--- src/rtl/krake_edge_capture.sv ---
`timescale 1ns/1ps
// Pad-input front end: 2-flop sync, masked edge capture into a timestamped FIFO, 8-bit strobe/ack bus.
// Bus reads return one cycle after accept; a held strobe is served every other cycle; events arriving while full are dropped.
module krake_edge_capture #(
    parameter int DEPTH    = 16,
    parameter int PRESCALE = 1
) (
    input  logic       clk_i,
    input  logic       rst_i,
    input  logic       stb_i,
    input  logic       we_i,
    input  logic [3:0] adr_i,
    input  logic [7:0] dat_i,
    output logic [7:0] dat_o,
    output logic       ack_o,
    input  logic [5:0] ch_raw,
    output logic [5:0] ch_sync,
    output logic       irq_o
);
    localparam int         AW      = $clog2(DEPTH);
    localparam logic [7:0] PS_MAX  = 8'(PRESCALE - 1);
    localparam logic [4:0] DEPTH_C = 5'(DEPTH);

    logic [5:0]    sync_q1, prev;
    logic          en, ovf;
    logic [5:0]    rise_mask, fall_mask;
    logic [7:0]    ts, pre;
    logic [AW-1:0] wr_ptr, rd_ptr;
    logic [4:0]    cnt;
    logic [13:0]   mem [DEPTH];

    logic       accept, wr, rd, empty, full, evt, clr, pop, push, ovf_set, ovf_w1c, en_start;
    logic [5:0] rise, fall;
    logic [13:0] head;
    logic [7:0] rd_data;
    logic       unused_dat;

    assign unused_dat = &{1'b0, dat_i[7:6]};

    assign accept   = stb_i & ~ack_o;
    assign wr       = accept & we_i;
    assign rd       = accept & ~we_i;
    assign empty    = (cnt == 5'd0);
    assign full     = (cnt == DEPTH_C);
    assign rise     = ch_sync & ~prev;
    assign fall     = ~ch_sync & prev;
    assign evt      = en & (|((rise & rise_mask) | (fall & fall_mask)));
    assign clr      = wr && (adr_i == 4'h0) && dat_i[1];
    assign en_start = wr && (adr_i == 4'h0) && dat_i[0] && !en;
    assign pop      = rd && (adr_i == 4'h5) && !empty;
    // A pop on the same edge frees the slot, so a full FIFO can still accept.
    assign push     = evt && (!full || pop);
    assign ovf_set  = evt && full && !pop;
    assign ovf_w1c  = wr && (adr_i == 4'h3) && dat_i[2];
    assign head     = mem[rd_ptr];

    always_comb begin
        rd_data = 8'h00;
        case (adr_i)
            4'h0: rd_data = {7'b0, en};
            4'h1: rd_data = {2'b0, rise_mask};
            4'h2: rd_data = {2'b0, fall_mask};
            4'h3: rd_data = {cnt, ovf, full, empty};
            4'h4: rd_data = empty ? 8'h00 : {2'b0, head[13:8]};
            4'h5: rd_data = empty ? 8'h00 : head[7:0];
            default: rd_data = 8'h00;
        endcase
    end

    always_ff @(posedge clk_i) begin
        if (push) begin
            mem[wr_ptr] <= {ch_sync, ts};
        end
    end

    always_ff @(posedge clk_i or posedge rst_i) begin
        if (rst_i) begin
            ack_o     <= 1'b0;
            dat_o     <= 8'h00;
            sync_q1   <= 6'h00;
            ch_sync   <= 6'h00;
            prev      <= 6'h00;
            en        <= 1'b0;
            rise_mask <= 6'h00;
            fall_mask <= 6'h00;
            ts        <= 8'h00;
            pre       <= 8'h00;
            wr_ptr    <= '0;
            rd_ptr    <= '0;
            cnt       <= 5'd0;
            ovf       <= 1'b0;
            irq_o     <= 1'b0;
        end else begin
            ack_o   <= accept;
            dat_o   <= rd ? rd_data : 8'h00;
            sync_q1 <= ch_raw;
            ch_sync <= sync_q1;
            prev    <= ch_sync;

            if (wr) begin
                case (adr_i)
                    4'h0: en        <= dat_i[0];
                    4'h1: rise_mask <= dat_i[5:0];
                    4'h2: fall_mask <= dat_i[5:0];
                    default: ;
                endcase
            end

            if (en_start) begin
                ts  <= 8'h00;
                pre <= 8'h00;
            end else if (en) begin
                if (pre == PS_MAX) begin
                    pre <= 8'h00;
                    ts  <= ts + 8'h01;
                end else begin
                    pre <= pre + 8'h01;
                end
            end

            if (clr) begin
                wr_ptr <= '0;
                rd_ptr <= '0;
                cnt    <= 5'd0;
                ovf    <= 1'b0;
            end else begin
                if (push) wr_ptr <= wr_ptr + 1'b1;
                if (pop)  rd_ptr <= rd_ptr + 1'b1;
                case ({push, pop})
                    2'b10:   cnt <= cnt + 5'd1;
                    2'b01:   cnt <= cnt - 5'd1;
                    default: cnt <= cnt;
                endcase
                ovf <= ovf_set | (ovf & ~ovf_w1c);
            end

            irq_o <= (en & ~empty) | ovf;
        end
    end
endmodule

--- config.mk ---
export PLATFORM = sky130hd
export DESIGN_NAME = krake_edge_capture
export DESIGN_NICKNAME = d
export VERILOG_FILES = /design/src/rtl/krake_edge_capture.sv
export SDC_FILE = /design/constraint.sdc
export NUM_CORES = 1
export LEC_CHECK = 0
export BUFFER_PORTS_ARGS = -buffer_cell sky130_fd_sc_hd__clkbuf_2
export CAP_MARGIN = 20
export CELL_PAD_IN_SITES_DETAIL_PLACEMENT = 0
export CELL_PAD_IN_SITES_GLOBAL_PLACEMENT = 2
export CORE_MARGIN = 4
export CORE_UTILIZATION = 40
export DETAILED_ROUTE_END_ITERATION = 10
export MAX_ROUTING_LAYER = met4
export PLACE_DENSITY = 0.76
export SYNTH_ARGS = -nofsm -noshare
export SYNTH_HDL_FRONTEND = slang
export SYNTH_SLANG_ARGS = --single-unit
--- constraint.sdc ---
create_clock -name clk_i -period 4.6 [get_ports clk_i]
set_input_delay 0.23 -clock clk_i [delete_from_list [all_inputs] [get_ports clk_i]]
set_output_delay 0.23 -clock clk_i [all_outputs]
set_load 0.005 [all_outputs]
==> metrics.cfg, run 1 <==
[setup_path]
critical_path.slowest_cell = sky130_fd_sc_hd__dfrtp_1
kind_of_end_point_of_the_critical_path = register
crit-reg2reg-capture = cnt[4]
critical_path.max_stage_delay_ps = 760
cp.required_ps = 5070
worstSetupStartpointType = register
critical_path.cell_chain = nand3b_1 > nand2_1 > or4_1 > o22ai_2 > ha_1 > a21o_1 > a21oi_1 > nor2_1 > a22o_1 > a211oi_1
worstReg2RegStart = ch_sync[4]
reg2reg_slack_ps = 1150
timing_worst_setup_path_type = reg2reg
worstPathMaxFanout = 20
reg2reg_depth = 10
arrival_ps = 3910

[timing]
final.setup_skew_ps = 20.6
worst_slew_margin_pct = 31.7
fin_setup_tns_ps = 0
period_share_pct = 75.0
worst-slew-pin-transition_ps = 1020
clock.fmax_mhz = 290
period_needed_ps = 3450
finalSetupViolCount = 0
setup_repair_after_global_routing_missed_its_margin = false
timing.hold.ws_ps = 73.5
timing.final.max_slew_violations = 0
final_hold_viol_count = 0

[drt]
routed_via_density = 5.48
wl_mm = 26.0
drt-pass1-iter-count = 4
route.antenna.remaining_nets = 0
initial_detailed_routing_violation_count = 557
vias = 6271
routed_length_per_instance_um = 22.7
drcViolationCount = 0

[synthesis]
synth.ff_latch_count = 295
syn_area_per_cell_um2 = 18.1
synth-warning-count = 0
number_of_enable_flip_flop_cells_after_synthesis = 224
proportion_of_register_bits_with_asynchronous_set_or_reset_after_synthesis_pct = 24.1
yosysSeqAreaShare_pct = 70.9
syn-num-nets = 697
synth.lib_cells_used.distinct = 59
post_synth_inst_count = 663
syn_area_um2 = 12000
synthFlopType = sky130_fd_sc_hd__edfxtp_1

[hold_path]
hold_path.startpoint = dat_i[0]
timing.hold.worst_path_depth = 2
min_delay_worst_endpoint = fall_mask[0]
hold_class = in2reg

[grt]
globalRoute.totalOverflow = 0
grt_max_degree = 72
first_global_vias = 6632
grt_first_pass_wirelength_mm = 40.6
antenna_found_initial = 0
aggregate_global_route_resource_usage_pct = 16.5

[layout]
final_layout_size_suffix_gt1_share_pct = 27.2
final_util_pct = 46.9
insertedDiodeCount = 0
fillers = 2532
nNetsFinal = 766
mostFrequentLayoutCells = sky130_fd_sc_hd__edfxtp_1, sky130_fd_sc_hd__dfrtp_1, sky130_fd_sc_hd__mux4_2
leading_cell_type_in_the_layout_fill_and_taps_excluded = sky130_fd_sc_hd__edfxtp_1
area_growth_synth_to_finish_pct = 15.8
seq_area_um2 = 8510
total_area_of_multi_input_combinational_cells_um2 = 3350

[clock_tree]
cts.sink_count = 295
postCtsSetupRepairBufs = 0
cts_tree = built
cts_buffer_depth = 3
tritoncts.num_buffers = 31
cts.clk_slew.worst_paths_ps = 60
post_cts.resized_instances = 0
clockRootBuffer = sky130_fd_sc_hd__clkbuf_16
worstSkewPairLatency_ps = 570
cts_htree_levels = 1

[job]
maximum_capacitance_violations = 0

[floorplan]
boundaryPins = 38
num_rows = 63
die_y_um = 181
die-width_um = 181
die_area_um2 = 32800
placeableCoreArea_um2 = 29600
floorplan.initialDensity_pct = 40.5

[power_and_ir_drop]
power.static_leakage_uw = 0.00483
power.ir.vdd_worst_v = 0.000295
powerDensity_nw_per_um2 = 512

[placement]
routabilityCongestion = 0.794
port_buffers = 35
post-dp-hpwl_mm = 16.3

[outcome]
status = finished, final reports clean

how the worst max path moves through the flow:
stage               start         end  slack [ps]  cells after the start
2_1_floorplan       ack_o   mem[4][0]        1270                      5
3_3_place_gp   ch_sync[4]  mem[11][0]        1270                      6
3_5_place_dp   ch_sync[4]      cnt[4]        1180                     10
4_1_cts        ch_sync[5]      cnt[4]        1170                     10
5_1_grt        ch_sync[1]      cnt[4]         940                     10
6_report       ch_sync[4]      cnt[4]        1150                     10
worst max-delay path: cells and delay by family (launching register included):
family,cells,cell delay (ps)
fa+ha+maj,1,350
flops,1,760
simple gates,4,990
compound gates,5,1260
cells in the mapped netlist, types with 11 or more instances:
cell type,n,share of area (%)
sky130_fd_sc_hd__mux4_2,65,12
sky130_fd_sc_hd__a21oi_1,12,0.50
sky130_fd_sc_hd__o21ai_0,20,0.83
sky130_fd_sc_hd__dfrtp_1,71,15
sky130_fd_sc_hd__nand3_1,14,0.58
sky130_fd_sc_hd__ha_1,11,1.1
sky130_fd_sc_hd__edfxtp_1,224,56
sky130_fd_sc_hd__inv_1,13,0.41
sky130_fd_sc_hd__mux2_2,23,2.2
sky130_fd_sc_hd__clkbuf_1,13,0.41
sky130_fd_sc_hd__nand2_1,38,1.2
sky130_fd_sc_hd__nor2_1,26,0.81
cell families after synthesis:
| logic type | Yosys count | share of synthesized area [%] |
|---|---|---|
| flops | 295 | 70.9 |
| simple gates | 138 | 6.32 |
| mux | 98 | 15.2 |
| compound gates | 65 | 3.84 |
| buf+inv | 42 | 1.51 |
| xor+xnor | 13 | 0.949 |
| fa+ha+maj | 12 | 1.31 |
sequential cells by signal (all words and copies together), names as in the netlist:
register	count
ack_o	1
dat_o	8
ts	8
rd_ptr	4
fall_mask	6
ovf	1
prev	6
pre	8
mem	224
irq_o	1
cnt	5
wr_ptr	4
en	1
rise_mask	6
ch_sync	6
sync_q1	6
report_power, final:
part           internal [µW]  switching (µW)
registers               3210             390
clock network           1550            1000
logic                    488             468
per-stage QoR:
step                cells  worst slack (ps)  area (µm²)  total power [µW]
floorplan             663              1270       12000              4240
global placement     1076              1270       12700              4550
detailed placement   1076              1180       12700              4620
CTS                  1145              1170       13900              7180
global route         1145               945       13900              7440
finish               1145              1150       13900              7110
routing by layer:
metal	share of wire [%]	up-vias	track usage [%]
met2	49	120	26.4
met3	3.7	43	1.95
met5	0	-	-
li1	-	2768	-
met1	45	3340	23.0
met4	2.1	0	4.20
cell type report:
cell class,instances,area share [%]
Sequential cell,295,61.3
Inverter,14,0.387
Clock inverter,15,1.33
Tap cell,390,3.51
Timing Repair Buffer,64,3.06
Clock buffer,41,6.29
Multi-Input combinational cell,326,24.2
timing repair:
action | CTS | global route
setup endpoints to repair | 0 | 0
hold buffers | 13 | 0
endpoints found under the hold margin | 87 | 0
(Power assumes the default switching activity.)
==> run 2, diff against run 1 <==
--- a/config.mk
+++ b/config.mk
@@ -13,7 +13,7 @@
 export CORE_UTILIZATION = 40
 export DETAILED_ROUTE_END_ITERATION = 10
 export MAX_ROUTING_LAYER = met4
-export PLACE_DENSITY = 0.76
+export PLACE_DENSITY = 0.79
 export SYNTH_ARGS = -nofsm -noshare
 export SYNTH_HDL_FRONTEND = slang
 export SYNTH_SLANG_ARGS = --single-unit
==> constraint.sdc (replaced) <==
create_clock -name clk_i -period 2.9 [get_ports clk_i]
set_input_delay 0.145 -clock clk_i [delete_from_list [all_inputs] [get_ports clk_i]]
set_output_delay 0.145 -clock clk_i [all_outputs]
set_load 0.005 [all_outputs]
==> metrics.cfg, run 2 (synthesized netlist as in run 1, its figures left out) <==
[setup_path]
worstReg2RegStart = ch_sync[5]  ; was ch_sync[4]
critical_path.cell_chain = buf_4 > nand3b_1 > nand4_1 > buf_4 > o221ai_4 > buf_4 > buf_4 > nor2_1 > buf_12  ; was nand3b_1 > nand2_1 > or4_1 > o22ai_2 > ha_1 > a21o_1 > a21oi_1 > nor2_1 > a22o_1 > a211oi_1
reg2reg_slack_ps = 120  ; was 1150 ps
timing_worst_setup_path_type = reg2reg  ; unchanged
arrival_ps = 3040  ; was 3910 ps
crit-reg2reg-capture = mem[14][4]  ; was cnt[4]
critical_path.max_stage_delay_ps = 640  ; was 760 ps
worstSetupStartpointType = register  ; unchanged
worstPathMaxFanout = 19  ; was 20
kind_of_end_point_of_the_critical_path = register  ; unchanged
reg2reg_depth = 9  ; was 10
cp.required_ps = 3160  ; was 5070 ps
most_common_cell_type_on_the_critical_path = sky130_fd_sc_hd__buf_4
critical_path.slowest_cell = sky130_fd_sc_hd__nor2_1  ; was sky130_fd_sc_hd__dfrtp_1

[hold_path]
timing.hold.worst_path_depth = 4  ; was 2
hold_path.startpoint = we_i  ; was dat_i[0]
min_delay_worst_endpoint = dat_o[2]  ; was fall_mask[0]
hold_class = in2reg  ; unchanged

[power_and_ir_drop]
powerDensity_nw_per_um2 = 804  ; was 512 nW/µm²
power.switching_uw = 3050  ; was 1860 µW
power.ir.vdd_worst_v = 0.000381  ; was 0.000295 V
seq_power_share_pct = 49.0  ; was 50.6%
p_sw_share_pct = 26.5  ; was 26.2%
p_comb_share_pct = 15.1  ; was 13.4%
totalPowerFinal_uw = 11500  ; was 7110 µW
clock_power_share_pct = 36.0  ; was 35.9%
cellInternalPower_uw = 8450  ; was 5250 µW
power.static_leakage_uw = 0.00502  ; was 0.00483 µW

[layout]
leading_cell_type_in_the_layout_fill_and_taps_excluded = sky130_fd_sc_hd__edfxtp_1  ; unchanged
final_layout_size_suffix_gt1_share_pct = 31.6  ; was 27.2%
nNetsFinal = 802  ; was 766
insertedDiodeCount = 0  ; unchanged
final_util_pct = 48.3  ; was 46.9%
finalInstanceArea_um2 = 14300  ; was 13900 µm²
mostFrequentLayoutCells = sky130_fd_sc_hd__edfxtp_1, sky130_fd_sc_hd__dfrtp_1, sky130_fd_sc_hd__mux4_2  ; unchanged
largest-register = mem  ; unchanged
largest_register_ff_count = 224  ; unchanged
area_growth_synth_to_finish_pct = 19.3  ; was 15.8%

[drt]
routed_length_per_instance_um = 22.5  ; was 22.7 µm
route.antenna.remaining_nets = 0  ; unchanged
routed_via_density = 5.41  ; was 5.48
drt-pass1-iter-count = 5  ; was 4
drcViolationCount = 0  ; unchanged
wl_mm = 26.6  ; was 26.0 mm
initial_detailed_routing_violation_count = 527  ; was 557
vias = 6398  ; was 6271

[grt]
globalRoute.totalOverflow = 0  ; unchanged
first_global_vias = 6672  ; was 6632
grt_first_pass_wirelength_mm = 40.9  ; was 40.6 mm
grt_max_degree = 55  ; was 72
antenna_found_initial = 0  ; unchanged
aggregate_global_route_resource_usage_pct = 16.6  ; was 16.5%

[timing]
worst_slew_margin_pct = 45.0  ; was 31.7%
finalSetupViolCount = 0  ; unchanged
period_needed_ps = 2780  ; was 3450 ps
worst-slew-pin-transition_ps = 821  ; was 1020 ps
final.setup_skew_ps = 6.29  ; was 20.6 ps
final_hold_viol_count = 0  ; unchanged
period_share_pct = 95.8  ; was 75.0%
timing.final.max_slew_violations = 0  ; unchanged
post-route-worst-setup-slack_ps = 122  ; was 1150 ps
setup_repair_after_global_routing_missed_its_margin = true  ; was false
clock.fmax_mhz = 360  ; was 290 MHz

[placement]
port_buffers = 35  ; unchanged
routabilityCongestion = 0.814  ; was 0.794
post-dp-hpwl_mm = 17.5  ; was 16.3 mm
dp_area_um2 = 13000  ; was 12700 µm²
dp_slack_ps = 66.5  ; was 1180 ps

[floorplan]
floorplan.initialDensity_pct = 40.5  ; unchanged
num_rows = 63  ; unchanged
die_area_um2 = 32800  ; unchanged
die_y_um = 181  ; unchanged
placeableCoreArea_um2 = 29600  ; unchanged
boundaryPins = 38  ; unchanged
die-width_um = 181  ; unchanged

[clock_tree]
cts.clk_slew.worst_paths_ps = 60  ; about the same
cts_buffer_depth = 3  ; unchanged
cts.sink_count = 295  ; unchanged
cts_htree_levels = 1  ; unchanged
clockRootBuffer = sky130_fd_sc_hd__clkbuf_16  ; unchanged
cts_tree = built  ; unchanged
worstSkewPairLatency_ps = 540  ; was 570 ps
tritoncts.num_buffers = 30  ; was 31

[outcome]
status = finished, final reports clean  ; unchanged

[job]
maximum_capacitance_violations = 0  ; unchanged

run 2: cell count changes in the layout (fill, tap and decap cells not counted), sizes merged:
cell         previous run  this run
bufinv                  4         6
inv                    14        16
buf                    16        52
dlygate4sd3            13        14
clkbuf                 76        67
clkinv                 11         8
clkinvlp                0         8
run 2: metal layers:
metal	share of wire, %	GRT usage (%)	vias to the layer above
met4	1.8	3.48	0
met1	43	22.7	3345
met3	4.9	2.40	39
met5	0	-	-
li1	-	-	2847
met2	50	27.0	167
run 2: worst max path at each step:
stage / endpoint / from / cells after the start
finish: mem[14][4] / ch_sync[5] / 9
global route: mem[14][0] / ch_sync[5] / 9
CTS: cnt[4] / fall_mask[3] / 10
detailed placement: cnt[4] / fall_mask[3] / 10
global placement: cnt[4] / fall_mask[1] / 11
floorplan: mem[7][0] / ack_o / 6
run 2: through the flow:
stage               cells  hold WS [ps]  setup TNS, ps
finish               1182          96.1              0
global route         1182           124          -41.1
CTS                  1178          70.9              0
detailed placement   1108           255              0
global placement     1107           253              0
floorplan             663           176         -10330
run 2: power by group through the flow:
stage	registers, µW	clock network, µW	logic [µW]
3_5_place_dp	5720	0	1710
4_1_cts	5630	4210	1730
5_1_grt	5690	4420	1910
3_3_place_gp	5670	0	1670
6_report	5630	4140	1730
2_1_floorplan	5480	0	1250
run 2: repair_timing:
| item | CTS | global route |
|---|---|---|
| hold endpoints to repair | 74 | 0 |
| hold buffers | 14 | 0 |
| buffers inserted | 0 | 3 |
| setup endpoints to repair | 0 | 10 |
| resized for setup | 0 | 6 |
run 2: final cells by class:
class                      instances  area (µm²)
fill                            2475       15300
clock inverter                    24         305
sequential                       295        8510
multi-input combinational        326        3380
inverter                          14        53.8
clock buffer                      32         779
tap                              390         488
timing repair buffer             101         793
run 2: critical path: cells and delay by family (launching register included):
kind | cells | cell delay (ps)
simple gates | 3 | 1010
flops | 1 | 340
buf+inv | 5 | 1030
compound gates | 1 | 100
==> run 3, diff against run 2 <==
--- a/config.mk
+++ b/config.mk
@@ -10,10 +10,10 @@
 export CELL_PAD_IN_SITES_DETAIL_PLACEMENT = 0
 export CELL_PAD_IN_SITES_GLOBAL_PLACEMENT = 2
 export CORE_MARGIN = 4
-export CORE_UTILIZATION = 40
+export CORE_UTILIZATION = 43
 export DETAILED_ROUTE_END_ITERATION = 10
 export MAX_ROUTING_LAYER = met4
-export PLACE_DENSITY = 0.79
+export PLACE_DENSITY = 0.83
 export SYNTH_ARGS = -nofsm -noshare
 export SYNTH_HDL_FRONTEND = slang
 export SYNTH_SLANG_ARGS = --single-unit
==> metrics.cfg, run 3 (synthesized netlist as in run 1, its figures left out) <==
[outcome]
status = finished, final reports clean  ; unchanged

[timing]
timing.hold.ws_ps = 90.0  ; was 96.1 ps
worst_slew_margin_pct = 51.1  ; was 45.0%
post-route-worst-setup-slack_ps = 19.0  ; was 122 ps
fin_setup_tns_ps = 0  ; unchanged
period_share_pct = 99.3  ; was 95.8%
setup_repair_after_global_routing_missed_its_margin = true  ; unchanged
worst-slew-pin-transition_ps = 733  ; was 821 ps
finalSetupViolCount = 0  ; unchanged
timing.final.max_slew_violations = 0  ; unchanged
period_needed_ps = 2880  ; was 2780 ps
clock.fmax_mhz = 347  ; was 360 MHz
final.setup_skew_ps = 20.1  ; was 6.29 ps
final_hold_viol_count = 0  ; unchanged

[layout]
largest_register_ff_count = 224  ; unchanged
area_growth_synth_to_finish_pct = 17.5  ; was 19.3%
finalInstanceArea_um2 = 14100  ; was 14300 µm²
largest-register = mem  ; unchanged
final_layout_size_suffix_gt1_share_pct = 30.6  ; was 31.6%
mostFrequentLayoutCells = sky130_fd_sc_hd__edfxtp_1, sky130_fd_sc_hd__dfrtp_1, sky130_fd_sc_hd__mux4_2  ; unchanged
leading_cell_type_in_the_layout_fill_and_taps_excluded = sky130_fd_sc_hd__edfxtp_1  ; unchanged
insertedDiodeCount = 0  ; unchanged
nNetsFinal = 794  ; was 802

[grt]
globalRoute.totalOverflow = 0  ; unchanged
aggregate_global_route_resource_usage_pct = 17.6  ; was 16.6%
grt_first_pass_wirelength_mm = 40.5  ; was 40.9 mm
first_global_vias = 6740  ; was 6672
grt_max_degree = 72  ; was 55
antenna_found_initial = 0  ; unchanged

[drt]
drt-pass1-iter-count = 4  ; was 5
route.met2.wl_mm = 12.7  ; was 13.4 mm
routed_via_density = 5.54  ; was 5.41
route.antenna.remaining_nets = 0  ; unchanged
initial_detailed_routing_violation_count = 586  ; was 527
dr_wl_met3_mm = 1.31  ; was 1.30 mm
routed_length_per_instance_um = 22.2  ; was 22.5 µm
wl_met1_mm = 11.2  ; was 11.5 mm
vias = 6408  ; was 6398
wl_mm = 25.7  ; was 26.6 mm
top_layer_used = met4  ; unchanged
drcViolationCount = 0  ; unchanged

[setup_path]
cp.required_ps = 3350  ; was 3160 ps
worstSetupStartpointType = register  ; unchanged
critical_path.slowest_cell = sky130_fd_sc_hd__or4_4  ; was sky130_fd_sc_hd__nor2_1
timing_worst_setup_path_type = reg2reg  ; unchanged
reg2reg_slack_ps = 20  ; was 120 ps
most_common_cell_type_on_the_critical_path = sky130_fd_sc_hd__inv_1  ; was sky130_fd_sc_hd__buf_4
critical_path.max_stage_delay_ps = 560  ; was 640 ps
worstPathMaxFanout = 5  ; was 19
kind_of_end_point_of_the_critical_path = register  ; unchanged
reg2reg_depth = 12  ; was 9
arrival_ps = 3330  ; was 3040 ps
critical_path.cell_chain = or4_4 > o2111ai_4 > or2_4 > o22ai_4 > inv_1 > fa_1 > inv_1 > a21o_1 > a21oi_4 > nor2_1 > a22o_1 > a211oi_1  ; was buf_4 > nand3b_1 > nand4_1 > buf_4 > o221ai_4 > buf_4 > buf_4 > nor2_1 > buf_12

[job]
maximum_capacitance_violations = 0  ; unchanged

[clock_tree]
tritoncts.num_buffers = 31  ; was 30
cts.sink_count = 295  ; unchanged
cts_buffer_depth = 3  ; unchanged
postCtsSetupRepairBufs = 0  ; unchanged
clockRootBuffer = sky130_fd_sc_hd__clkbuf_16  ; unchanged
cts_htree_levels = 1  ; unchanged
cts_tree = built  ; unchanged
cts.clk_slew.worst_paths_ps = 60  ; about the same
worstSkewPairLatency_ps = 560  ; was 540 ps

[floorplan]
floorplan.initialDensity_pct = 44.1  ; was 40.5%
die_y_um = 175  ; was 181 µm
die_area_um2 = 30600  ; was 32800 µm²
placeableCoreArea_um2 = 27200  ; was 29600 µm²
die-width_um = 175  ; was 181 µm
num_rows = 60  ; was 63
boundaryPins = 38  ; unchanged

[placement]
port_buffers = 35  ; unchanged
dp_area_um2 = 12900  ; was 13000 µm²
dp_slack_ps = 86.7  ; was 66.5 ps
post-dp-hpwl_mm = 16.3  ; was 17.5 mm
routabilityCongestion = 0.807  ; was 0.814

[hold_path]
timing.hold.worst_path_depth = 4  ; unchanged
hold_class = in2reg  ; unchanged

[power_and_ir_drop]
power.static_leakage_uw = 0.00493  ; was 0.00502 µW
power.ir.vdd_worst_v = 0.000432  ; was 0.000381 V
powerDensity_nw_per_um2 = 791  ; was 804 nW/µm²

[run 3: changes by cell type in the layout (fill, tap and decap cells not counted), moves of 3 or more]
cell / change
sky130_fd_sc_hd__and2_1: -3
sky130_fd_sc_hd__and2_2: +3
sky130_fd_sc_hd__buf_12: -3
sky130_fd_sc_hd__buf_4: -6
sky130_fd_sc_hd__bufinv_16: -3
sky130_fd_sc_hd__clkbuf_1: +6
sky130_fd_sc_hd__clkinv_1: +3
sky130_fd_sc_hd__clkinvlp_4: -6
[run 3: layer usage]
metal	global-route usage (%)	vias to the layer above
li1	-	2833
met1	24.6	3378
met2	28.3	159
met3	2.19	38
met4	3.99	0
met5	-	-
[run 3: critical path: cells and delay by family, from the launching register on]
family,cells,cell delay [ps]
buffers and inverters,2,150
adders and majority gates,1,200
and+or+nand+nor,3,820
AOI/OAI and AO/OA,6,1190
DFF,1,440
[run 3: where the power goes]
part / switching, µW / internal [µW] / leakage [µW]
Sequential: 518 / 5090 / 0.00290
Clock: 1580 / 2230 / 0.000475
Combinational: 864 / 879 / 0.00156
[run 3: cell type report]
cell class	count	area, µm²
clock buffer	38	802
clock inverter	20	184
fill	2183	13100
inverter	14	52.6
multi-input combinational	326	3400
sequential	295	8510
tap	372	465
timing repair buffer	92	688
[run 3: worst paths after layout]
kind / to / startpoint
max: cnt[4] / cnt[3]
min: dat_o[2] / we_i
max reg2reg: cnt[4] / cnt[3]
min reg2reg: ch_sync[5] / sync_q1[5]
max in group asynchronous: sync_q1[4] / rst_i
min in group asynchronous: pre[1] / rst_i
[run 3: what timing repair did]
item	4_1_cts	5_1_grt
resized for setup	0	12
hold buffers	14	0
endpoints found under the hold margin	92	0
endpoints found under the setup margin	0	28
[run 3: stage by stage]
step / cells / utilization, % / power [µW]
after floorplan: 663 / - / 6730
after CTS: 1157 / 51.7 / 11200
final: 1157 / 51.9 / 11200
after global placement: 1085 / 47.6 / 7310
after global routing: 1157 / 51.9 / 11600
after detailed placement: 1085 / 47.6 / 7420
